<file path="config.mk">
export PLATFORM = sky130hd
export DESIGN_NAME = piso_byte_serializer
export DESIGN_NICKNAME = d
export VERILOG_FILES = /design/src/rtl/piso_pkg.sv /design/src/rtl/piso_byte_serializer.sv
export SDC_FILE = /design/constraint.sdc
export NUM_CORES = 1
export LEC_CHECK = 0
export CORE_MARGIN = 4
export CORE_UTILIZATION = 45
export DETAILED_ROUTE_END_ITERATION = 10
export HOLD_SLACK_MARGIN = 0.05
export PLACE_DENSITY = 0.76
export SLEW_MARGIN = 0
export SYNTH_ARGS = -nofsm -noshare
export SYNTH_HDL_FRONTEND = slang
export SYNTH_SLANG_ARGS = --single-unit
</file>
<file path="constraint.sdc">
create_clock -name clk -period 1.25 [get_ports clk]
set_clock_uncertainty 0.15 [all_clocks]
set_input_delay 0.25 -clock clk [delete_from_list [all_inputs] [get_ports clk]]
set_output_delay 0.25 -clock clk [all_outputs]
set_load 0.05 [all_outputs]
</file>
<file path="src/rtl/piso_pkg.sv">
// Shared definitions for the PISO byte serializer: FSM state encoding and
// the default word width / load depth.
package piso_pkg;

    typedef enum logic {
        IDLE  = 1'b0,
        SHIFT = 1'b1
    } piso_state_t;

    localparam int unsigned PISO_DEF_WIDTH = 8;
    localparam int unsigned PISO_DEF_DEPTH = 4;
    localparam int unsigned PISO_NUM_PORTS = 4;

    // Counter width for a given depth (never zero, DEPTH is at least 2).
    function automatic int unsigned piso_cnt_w(input int unsigned depth);
        return (depth < 2) ? 1 : $clog2(depth);
    endfunction

endpackage : piso_pkg

</file>
<file path="src/rtl/piso_byte_serializer.sv">
// Parallel-in serial-out word serializer with valid/ready on both sides.
// Din3 leaves first; a load can overlap the last word for gap-free streaming.
module piso_byte_serializer
    import piso_pkg::*;
#(
    parameter int unsigned WIDTH = PISO_DEF_WIDTH,
    parameter int unsigned DEPTH = PISO_DEF_DEPTH
) (
    input  logic             clk,
    input  logic             rst,
    input  logic [WIDTH-1:0] Din0,
    input  logic [WIDTH-1:0] Din1,
    input  logic [WIDTH-1:0] Din2,
    input  logic [WIDTH-1:0] Din3,
    input  logic             in_valid,
    output logic             in_ready,
    output logic [WIDTH-1:0] Dout,
    output logic             out_valid,
    input  logic             out_ready,
    output logic             out_last
);

    localparam int unsigned CNT_W = piso_cnt_w(DEPTH);

    piso_state_t      r_state;
    logic [CNT_W-1:0] r_cnt;
    logic [WIDTH-1:0] r_words [DEPTH];
    logic             r_out_valid;
    logic             r_out_last;

    logic [WIDTH-1:0] w_din        [PISO_NUM_PORTS];
    logic [WIDTH-1:0] w_load_words [DEPTH];
    logic             w_in_ready;
    logic             w_load;
    logic             w_xfer;

    assign w_din[0] = Din0;
    assign w_din[1] = Din1;
    assign w_din[2] = Din2;
    assign w_din[3] = Din3;

    // The ports fill the oldest slots (Din3 at the head); any extra slots
    // for DEPTH above the port count load as zero.
    always_comb begin
        // NOTE: every slot gets a default first so no path leaves it unassigned (no latch).
        for (int i = 0; i < DEPTH; i++) begin
            w_load_words[i] = '0;
        end
        for (int k = 0; k < DEPTH; k++) begin
            if (k < PISO_NUM_PORTS) begin
                w_load_words[DEPTH-1-k] = w_din[PISO_NUM_PORTS-1-k];
            end
        end
    end

    // Ready passes straight through from out_ready on the last word so a
    // new load can replace it without an idle cycle.
    assign w_in_ready = (r_state == IDLE) || (r_out_last && out_ready);
    assign w_load     = in_valid && w_in_ready;
    assign w_xfer     = r_out_valid && out_ready;

    always_ff @(posedge clk) begin
        // NOTE: sequential state uses non-blocking assignments so every register samples pre-edge values.
        if (rst) begin
            r_state     <= IDLE;
            r_cnt       <= '0;
            r_out_valid <= 1'b0;
            r_out_last  <= 1'b0;
            // NOTE: the word store is cleared on reset because Dout reads it directly.
            for (int i = 0; i < DEPTH; i++) begin
                r_words[i] <= '0;
            end
        end else begin
            case (r_state)
                IDLE: begin
                    if (w_load) begin
                        r_words     <= w_load_words;
                        r_cnt       <= CNT_W'(DEPTH - 1);
                        r_out_valid <= 1'b1;
                        r_out_last  <= 1'b0;
                        r_state     <= SHIFT;
                    end
                end

                SHIFT: begin
                    if (w_xfer) begin
                        if (r_cnt == '0) begin
                            if (w_load) begin
                                r_words     <= w_load_words;
                                r_cnt       <= CNT_W'(DEPTH - 1);
                                r_out_valid <= 1'b1;
                                r_out_last  <= 1'b0;
                            end else begin
                                for (int i = 0; i < DEPTH; i++) begin
                                    r_words[i] <= '0;
                                end
                                r_out_valid <= 1'b0;
                                r_out_last  <= 1'b0;
                                r_state     <= IDLE;
                            end
                        end else begin
                            // Advance toward the head; the tail refills with zero.
                            for (int i = DEPTH - 1; i > 0; i--) begin
                                r_words[i] <= r_words[i-1];
                            end
                            r_words[0] <= '0;
                            r_cnt      <= r_cnt - 1'b1;
                            r_out_last <= (r_cnt == CNT_W'(1));
                        end
                    end
                end

                default: begin
                    r_state     <= IDLE;
                    r_out_valid <= 1'b0;
                    r_out_last  <= 1'b0;
                end
            endcase
        end
    end

    assign in_ready  = w_in_ready;
    assign Dout      = r_words[DEPTH-1];
    assign out_valid = r_out_valid;
    assign out_last  = r_out_last;

endmodule : piso_byte_serializer

</file>
Yosys cells after proc, flatten, opt, wreduce, memory -nomap -nowiden
Index checks and enable logic that the tools add are counted.
Widths: inputs -> output; s select.
{ "classes": {"add_sub_neg": 1, "eq_ne": 4, "n_mux": 21, "n_bitwise": 1, "reduce_logical": 7} }
{ "ops": {"columns": ["cell", "count"], "rows": [
  ["$mux 32", 4],
  ["$pmux 32 s2", 1],
  ["$mux 1", 9],
  ["$mux 2", 3],
  ["$pmux 1 s2", 3],
  ["$ne 2x1->1 const B", 2],
  ["$pmux 2 s2", 1],
  ["$logic_and 1x1->1", 3],
  ["$reduce_and 3->1", 1],
  ["$eq 2x1->1 const B", 1],
  ["$logic_not 2->1", 1],
  ["$ne 2x2->1 const B", 1],
  ["$reduce_and 2->1", 1],
  ["$sub 2x1->2 const B", 1],
  ["$logic_or 1x1->1", 1],
  ["$not 1->1", 1]
]} }
{ "totals": {"reg_bits": 37, "input_bits": 36, "out_inout_bits": 11, "wordCells": 42} }

Depth between registers and ports, before layout
Gate-level depths: netlist (run 1).
{ "logic_depth": {"word_depth": 7, "depth_mapped": 6, "mapped_depth_nobuf": 4} }

Least setup slack after synthesis (run 1)
Ideal clock, no wire load.
{ "synth_path": {"path_kind": "register to register", "start": "register r_out_last, in the netlist out_last", "end": "register r_cnt[1]", "setup_time_ns": 0.091, "arrival_ns": 1.492, "t_required_ns": 1.009, "path_slack_ns": -0.483, "stages_incl_launch_ff": 5, "path_cell_list": "dfxtp_1 nand2_1 nand2_1 a31oi_1 a311oi_1"} }
{ "synth_via": {"elab_chain_cells": 7} }
{ "synth_lines": {"columns": ["item", "line", "source"], "rows": [
  ["from (decl)", "piso_byte_serializer.sv:29", "logic r_out_last;"],
  ["from (signal assigned)", "piso_byte_serializer.sv:108", "r_out_last <= (r_cnt == CNT_W'(1));"],
  ["$logic_and 1x1->1 *", "piso_byte_serializer.sv:58", "assign w_in_ready = (r_state == IDLE) || (r_out_last && out_ready);"],
  ["$logic_or 1x1->1 *", "piso_byte_serializer.sv:58", null],
  ["net in_ready", "piso_byte_serializer.sv:16", "output logic in_ready,"],
  ["$logic_and 1x1->1 *", "piso_byte_serializer.sv:59", "assign w_load = in_valid && w_in_ready;"],
  ["$mux 2 *", null, null],
  ["$mux 2 (2 in series)", null, null],
  ["$pmux 2 s2 *", null, null],
  ["to (signal assigned)", "piso_byte_serializer.sv:78", "r_cnt <= CNT_W'(DEPTH - 1);"],
  ["to (signal assigned)", "piso_byte_serializer.sv:90", "r_cnt <= CNT_W'(DEPTH - 1);"],
  ["to (signal assigned)", "piso_byte_serializer.sv:107", "r_cnt <= r_cnt - 1'b1;"],
  ["to (decl)", "piso_byte_serializer.sv:26", "logic [CNT_W-1:0] r_cnt;"]
]} }
Mark *: on every way through the listed nets, which the timed path passes. The rest lies on a longest branch. The select of a mux whose other input is x is not followed.
A chain may end at the register's enable or synchronous reset.

Final worst setup path (run 1)
{ "layout_path": {"start": "register r_state", "end": "register r_words[12] (netlist bit)"} }
{ "layout_via": {"elab_chain_cells": 7} }
{ "layout_lines": {"columns": ["item", "line", "source"], "rows": [
  ["from (decl)", "piso_byte_serializer.sv:25", "piso_state_t r_state;"],
  ["from (signal assigned)", "piso_byte_serializer.sv:65", "r_state <= IDLE;"],
  ["from (signal assigned)", "piso_byte_serializer.sv:81", "r_state <= SHIFT;"],
  ["from (signal assigned)", "piso_byte_serializer.sv:99", "r_state <= IDLE;"],
  ["$not 1->1", null, null],
  ["$logic_or 1x1->1", "piso_byte_serializer.sv:58", null],
  ["$logic_and 1x1->1", "piso_byte_serializer.sv:59", null],
  ["$mux 32", "piso_byte_serializer.sv:88", "if (w_load) begin"],
  ["$mux 32", "piso_byte_serializer.sv:87", "if (r_cnt == '0) begin"],
  ["$mux 32", "piso_byte_serializer.sv:86", "if (w_xfer) begin"],
  ["$pmux 32 s2", "piso_byte_serializer.sv:74", "case (r_state)"],
  ["to (signal assigned)", "piso_byte_serializer.sv:77", "r_words <= w_load_words;"],
  ["to (signal assigned)", "piso_byte_serializer.sv:89", "r_words <= w_load_words;"],
  ["to (signal, indexed assignment)", "piso_byte_serializer.sv:104", "r_words[i] <= r_words[i-1];"],
  ["to (decl)", "piso_byte_serializer.sv:27", "logic [WIDTH-1:0] r_words [DEPTH];"]
]} }
Parallel ways exist; a longest one is shown, timed or not. The select of a mux whose other input is x is not followed.

==> qor.txt, run 1 <==
=========================================================================================
Predominant post-synthesis flop cell                                         sky130_fd_sc_hd__dfxtp_1
Via density                                                                          6.08
Count of fill cells added during filler insertion                                     247
Total number of vias                                                                 2164
Place WS                                                                         -1.07 ns
Number of flops mapped to enable cells by yosys                                         0
Final total power                                                                 3520 uW
Post-layout utilization of the core                                                 0.793
Nature of the critical path startpoint                                               flop
Overall die height                                                                74.1 um
Worst hold path depth                                                                   1
Type of the worst min-delay path                                                  reg2reg
Power Density                                                                1080 nW/um^2
Min Tclk post-route                                                               1.51 ns
Syn Nets                                                                              260
Clock buffer depth                                                                      2
Proportion of register bits with asynchronous set or reset after synthesis              0
Skew-Pair Late Insertion Delay                                                    0.30 ns
Yosys reg bits                                                                         37
TritonCTS sink count                                                                   37
Total Wirelength                                                                  7.26 mm
Library cell occupying the most area in the post-synthesis netlist           sky130_fd_sc_hd__dfxtp_1
Headroom to the max-slew limit                                                      0.796
Number of H-tree levels                                                                 2
Final RePlAce weighted congestion                                                   0.858
RSZ-0062 raised after global routing                                                 true
Cell types occupying the most area after synthesis                           sky130_fd_sc_hd__dfxtp_1, sky130_fd_sc_hd__a22o_1, sky130_fd_sc_hd__a2bb2oi_1
Global routing usage summed across all routing layers                               0.242
Mapped Cells                                                                          224
Max frequency                                                                     661 MHz
First-pass GRT wire length                                                        10.1 mm
Yosys warning total                                                                     0
Fraction of layout cells with a size suffix above 1                                 0.367
DR iter-0 viols                                                                       263
Vias in the first global route                                                       1981
Clock buffers created by TritonCTS                                                      5
Max-Cap Viols                                                                           0
Area of the die                                                                 5490 um^2
Mean instance size in the synthesized netlist                                   8.78 um^2
Layout net count                                                                      340
Category of the most critical setup path                                          reg2reg
Standard-cell row count                                                                23
Share of Yosys cell area claimed by the top area cell type                          0.377
Drc violations                                                                          0
Non-filler cells in the finished layout                                               356
Critical path endpoint category                                                      flop
Initial antenna violation count                                                         0
Transition time at the pin with the least slew margin                            0.306 ns
Pin count of the biggest net entering global routing                                   19
Area of the core region                                                         4120 um^2
Detailed placement HPWL                                                           3.23 mm
Number of hold-slack violations in the final timing report                              0
CTS tree                                                                              yes
Final setup violation count                                                            39
Global route overflow                                                                   0
Pre-Repair DR Iteration Count                                                           5
Fin. max-slew vios                                                                      0
CP required                                                                       1.30 ns
Number of top-level pins                                                               47
Period Utilization, post-route                                                       1.21
Max VDD drop                                                                   0.000763 V
Outcome                                                                      complete, but fails checks
Clock transition at path regs                                                     0.08 ns
Master cell of the clock root buffer                                         sky130_fd_sc_hd__clkbuf_8
Antenna viol nets, final                                                                0
Final setup margin                                                              -0.263 ns
Syn Std Cell Area                                                               1970 um^2
Number of library cell types mapped by synthesis                                       30
Most numerous cell types in the synthesized netlist                          sky130_fd_sc_hd__nand2_1, sky130_fd_sc_hd__dfxtp_1, sky130_fd_sc_hd__a22o_1
Sequential fraction of the synthesis area                                           0.377
Static leakage                                                                 0.00134 uW
Maximum fanout encountered on the critical timing path                                  5
Number of cells after detailed placement                                              314
Wire length per cell after detailed routing                                       20.4 um
Effective utilization at floorplan                                                  0.478
Quantity of I/O buffers inserted on ports                                              46
Synth-to-layout area growth                                                         66.1%
Horizontal die dimension                                                          74.1 um
Cells on worst reg2reg path                                                             7
Dominant cell by count in the synthesized netlist                            sky130_fd_sc_hd__nand2_1
CP arrival                                                                        1.56 ns
Violations in the final reports                                              negative setup slack
=========================================================================================
[logic make-up (layout without fill, tap and decap cells)]
kind of cell,after synthesis,in the layout,synth area share
simple gates,89,92,0.220
other cells,0,1,0
flops,37,37,0.377
buf+inv,30,108,0.115
compound gates,68,68,0.289
[final cells by class]
type,count,area (um^2),share of cell area
clock buffer,6,72.6,0.0222
antenna,1,2.50,0.000767
tap,50,62.6,0.0192
multi-input combinational,160,1180,0.360
sequential,37,766,0.235
timing repair buffer,96,1160,0.355
inverter,4,15.0,0.00460
clock inverter,2,10.0,0.00307
[repair_timing]
action,CTS,global route
setup buffers,20,7
gates resized for setup,37,27
hold buffers,0,0
gates cloned,5,3
pin swaps,27,9
setup endpoints to repair,40,45
[final timing paths]
path / from / to / slack (ns)
max: r_state / r_words[12] / -0.26
min: r_words[13] / r_words[13] / 0.33
max reg2reg: r_state / r_words[12] / -0.26
min reg2reg: r_words[13] / r_words[13] / 0.33
[sequential cells by signal (all words and copies together) (netlist names)]
| register | count |
|---|---|
| Dout | 8 |
| out_last | 1 |
| out_valid | 1 |
| r_cnt | 2 |
| r_state | 1 |
| r_words | 24 |
[metrics by stage]
step | hold WS, ns | setup TNS [ns] | area [um^2]
after CTS | 0.336 | -6.30 | 3050
after floorplan | 0.159 | -4.36 | 2020
after global placement | 0.311 | -35.59 | 2590
after detailed placement | 0.318 | -36.40 | 2590
final | 0.335 | -7.42 | 3260
after global routing | 0.355 | -8.92 | 3260
[report_power, final]
| part | internal, uW | switching, uW | leakage (uW) | total [uW] |
|---|---|---|---|---|
| clock network | 387 | 468 | 0.0000450 | 855 |
| logic | 728 | 598 | 0.000987 | 1330 |
| registers | 1270 | 74.7 | 0.000309 | 1340 |
| total | 2380 | 1140 | 0.00134 | 3520 |
[per-layer routing]
layer / part of all wire / GRT usage
met1: 0.39 / 0.288
met2: 0.49 / 0.429
met3: 0.081 / 0.0649
met4: 0.033 / 0.0644
met5: 0 / 0
[critical path, stage by stage, from the launching register on]
cell and delay [ns]:
sky130_fd_sc_hd__dfxtp_4 0.37, sky130_fd_sc_hd__and3_4 0.18, sky130_fd_sc_hd__buf_6 0.12, sky130_fd_sc_hd__nor2_4 0.10, sky130_fd_sc_hd__buf_6 0.13, sky130_fd_sc_hd__nor2_4 0.05, sky130_fd_sc_hd__buf_6 0.14, sky130_fd_sc_hd__a22o_1 0.18
[placed cells by master (no fill, tap or decap), drive strengths merged, types with 3 or more instances in the layout]
cell type,count
clkbuf,9
nand3,23
dlygate4sd2,3
nand2,54
o21ai,6
nor3,3
clkdlybuf4s50,32
nor2,7
dfxtp,37
a22o,32
a2bb2oi,24
buf,58
inv,4
Note: power is estimated with default switching activity, not from simulation.
==> inputs of run 2 (changes only) <==
==> constraint.sdc (replaced) <==
create_clock -name clk -period 1.25 [get_ports clk]
set_clock_uncertainty 0.15 [all_clocks]
set_input_delay 0.25 -clock clk [delete_from_list [all_inputs] [get_ports clk]]
set_output_delay 0.25 -clock clk [all_outputs]
set_load 0.01 [all_outputs]
==> qor.txt, run 2 (synthesized netlist as in run 1, its figures left out) <==
=========================================================================
Outcome                                                      complete, but fails checks   unchanged
Violations in the final reports                              negative setup slack   unchanged
Area of the core region                                         4120 um^2   unchanged
Worst hold path depth                                                   1   unchanged
CTS tree                                                              yes   unchanged
Cell family with the largest share of critical-path delay    simple AND/OR/NAND/NOR gates   was buffers and inverters
CP required                                                       1.29 ns   was 1.30 ns
Clock buffers created by TritonCTS                                      5   unchanged
Standard-cell row count                                                23   unchanged
Overall die height                                                74.1 um   unchanged
Global routing usage summed across all routing layers               0.232   was 0.242
Instance area after placement                                   2550 um^2   was 2590 um^2
Clock transition at path regs                                     0.08 ns   about the same
Register with the highest flop count                              r_words   unchanged
Final RePlAce weighted congestion                                   0.786   was 0.858
Transition time at the pin with the least slew margin            0.328 ns   was 0.306 ns
Final setup margin                                              -0.247 ns   was -0.263 ns
Most frequent cell on the critical path                      sky130_fd_sc_hd__buf_6   unchanged
Min Tclk post-route                                               1.50 ns   was 1.51 ns
Synth-to-layout area growth                                         57.4%   was 66.1%
Total number of vias                                                 2038   was 2164
Maximum fanout encountered on the critical timing path                  7   was 5
Antenna viol nets, final                                                0   unchanged
Horizontal die dimension                                          74.1 um   unchanged
Largest register FFs                                                   24   unchanged
Pin count of the biggest net entering global routing                   32   was 19
CP peak stage delay                                               0.38 ns   was 0.37 ns
Critical path endpoint category                                      flop   unchanged
Initial antenna violation count                                         0   unchanged
Commonest cells after routing, fill and taps aside           sky130_fd_sc_hd__nand2_1, sky130_fd_sc_hd__a22o_1, sky130_fd_sc_hd__clkdlybuf4s50_1, sky130_fd_sc_hd__dfxtp_1, sky130_fd_sc_hd__buf_6   was sky130_fd_sc_hd__nand2_1, sky130_fd_sc_hd__a22o_1, sky130_fd_sc_hd__clkdlybuf4s50_1, sky130_fd_sc_hd__dfxtp_1, sky130_fd_sc_hd__nand3_1
Period Utilization, post-route                                       1.20   was 1.21
Critical path buffers and inverters                                     2   was 3
Area of the die                                                 5490 um^2   unchanged
Power Density                                                1100 nW/um^2   was 1080 nW/um^2
Clock buffer depth                                                      2   unchanged
Number of top-level pins                                               47   unchanged
Layout net count                                                      332   was 340
Antenna diode count                                                     0   was 1
Fraction of layout cells with a size suffix above 1                 0.365   was 0.367
Instance count on the critical path                                     6   was 7
Cell-by-cell listing of the critical path                    and3_4, buf_6, nor2_4, nor2_8, buf_6, a22o_1   was and3_4, buf_6, nor2_4, buf_6, nor2_4, buf_6, a22o_1
Number of hold-slack violations in the final timing report              0   unchanged
Max-Cap Viols                                                           0   unchanged
Total of hold buffers inserted after clock tree synthesis               0   unchanged
Count of fill cells added during filler insertion                     278   was 247
Via density                                                          5.89   was 6.08
Max frequency                                                     668 MHz   was 661 MHz
Post-route standard cell area excluding fillers                 3090 um^2   was 3260 um^2
Post-layout utilization of the core                                 0.752   was 0.793
Pre-Repair DR Iteration Count                                           4   was 5
Final total power                                                 3390 uW   was 3520 uW
Final setup violation count                                            39   unchanged
Wire length per cell after detailed routing                       18.5 um   was 20.4 um
Headroom to the max-slew limit                                      0.782   was 0.796
Static leakage                                                 0.00131 uW   was 0.00134 uW
Skew-Pair Late Insertion Delay                                    0.29 ns   was 0.30 ns
Cells on worst reg2reg path                                             6   was 7
First-pass GRT wire length                                        9.57 mm   was 10.1 mm
Max VDD drop                                                   0.000978 V   was 0.000763 V
Global route overflow                                                   0   unchanged
Quantity of I/O buffers inserted on ports                              46   unchanged
Type of the worst min-delay path                                  reg2reg   unchanged
Commonest non-fill, non-tap cell in the layout               sky130_fd_sc_hd__nand2_1   unchanged
Fin. max-slew vios                                                      0   unchanged
Master cell of the clock root buffer                         sky130_fd_sc_hd__clkbuf_8   unchanged
Number of H-tree levels                                                 2   unchanged
Total Wirelength                                                  6.41 mm   was 7.26 mm
Nature of the critical path startpoint                               flop   unchanged
Effective utilization at floorplan                                  0.478   unchanged
RSZ-0062 raised after global routing                                 true   unchanged
Vias in the first global route                                       1924   was 1981
CP arrival                                                        1.53 ns   was 1.56 ns
Detailed placement HPWL                                           3.24 mm   was 3.23 mm
DR iter-0 viols                                                       198   was 263
Category of the most critical setup path                          reg2reg   unchanged
Drc violations                                                          0   unchanged
Master of the slowest instance on the critical path          sky130_fd_sc_hd__dfxtp_4   unchanged
TritonCTS sink count                                                   37   unchanged
=========================================================================
[run 2: worst reg2reg max path: cells and delay by family, from the launching register on]
family          cells  cell delay [ns]
buf+inv             2             0.26
simple gates        3             0.40
compound gates      1             0.19
flops               1             0.38
[run 2: path summary, 6_finish.rpt]
path,start,endpoint,slack (ns)
worst min-delay path,Dout[4],Dout[4],0.32
worst min register to register,Dout[4],Dout[4],0.32
worst max register to register,r_state,r_words[18],-0.25
worst max-delay path,r_state,r_words[18],-0.25
[run 2: final cells by class]
class | instances | area [um^2] | area share
clock buffers | 5 | 68.8 | 0.0222
clock inverters | 2 | 35.0 | 0.0113
inverters | 4 | 22.5 | 0.00728
multi-input cells | 158 | 1160 | 0.376
flip-flops and latches | 37 | 763 | 0.247
well taps | 50 | 62.6 | 0.0202
repair buffers | 90 | 978 | 0.316
[run 2: timing repair]
action | 4_1_cts | 5_1_grt
cloned | 4 | 0
pin swaps | 36 | 21
setup buffers | 15 | 1
endpoints found under the setup margin | 47 | 44
resized for setup | 85 | 30
[run 2: metrics by stage]
stage / hold slack (ns) / TNS, ns / setup slack [ns] / instances
final: 0.316 / -7.71 / -0.247 / 346
after CTS: 0.321 / -6.51 / -0.201 / 346
after global routing: 0.333 / -8.74 / -0.283 / 346
after floorplan: 0.162 / -1.13 / -0.0425 / 224
after detailed placement: 0.309 / -38.40 / -1.11 / 320
after global placement: 0.303 / -35.83 / -1.03 / 320
[run 2: per-layer routing]
metal  part of all wire  up-vias  wire length, um  track usage
met4              0.020        0              129       0.0905
met3              0.082       13              525       0.0622
met2               0.49       87             3130        0.381
met5                  0        -                0            0
li1                   -      960                -            -
met1               0.41      978             2620        0.289
[run 2: power by group]
group	internal, uW	total [uW]	switching (uW)
Combinational	582	1050	465
Clock	580	1010	431
Sequential	1270	1330	66.6
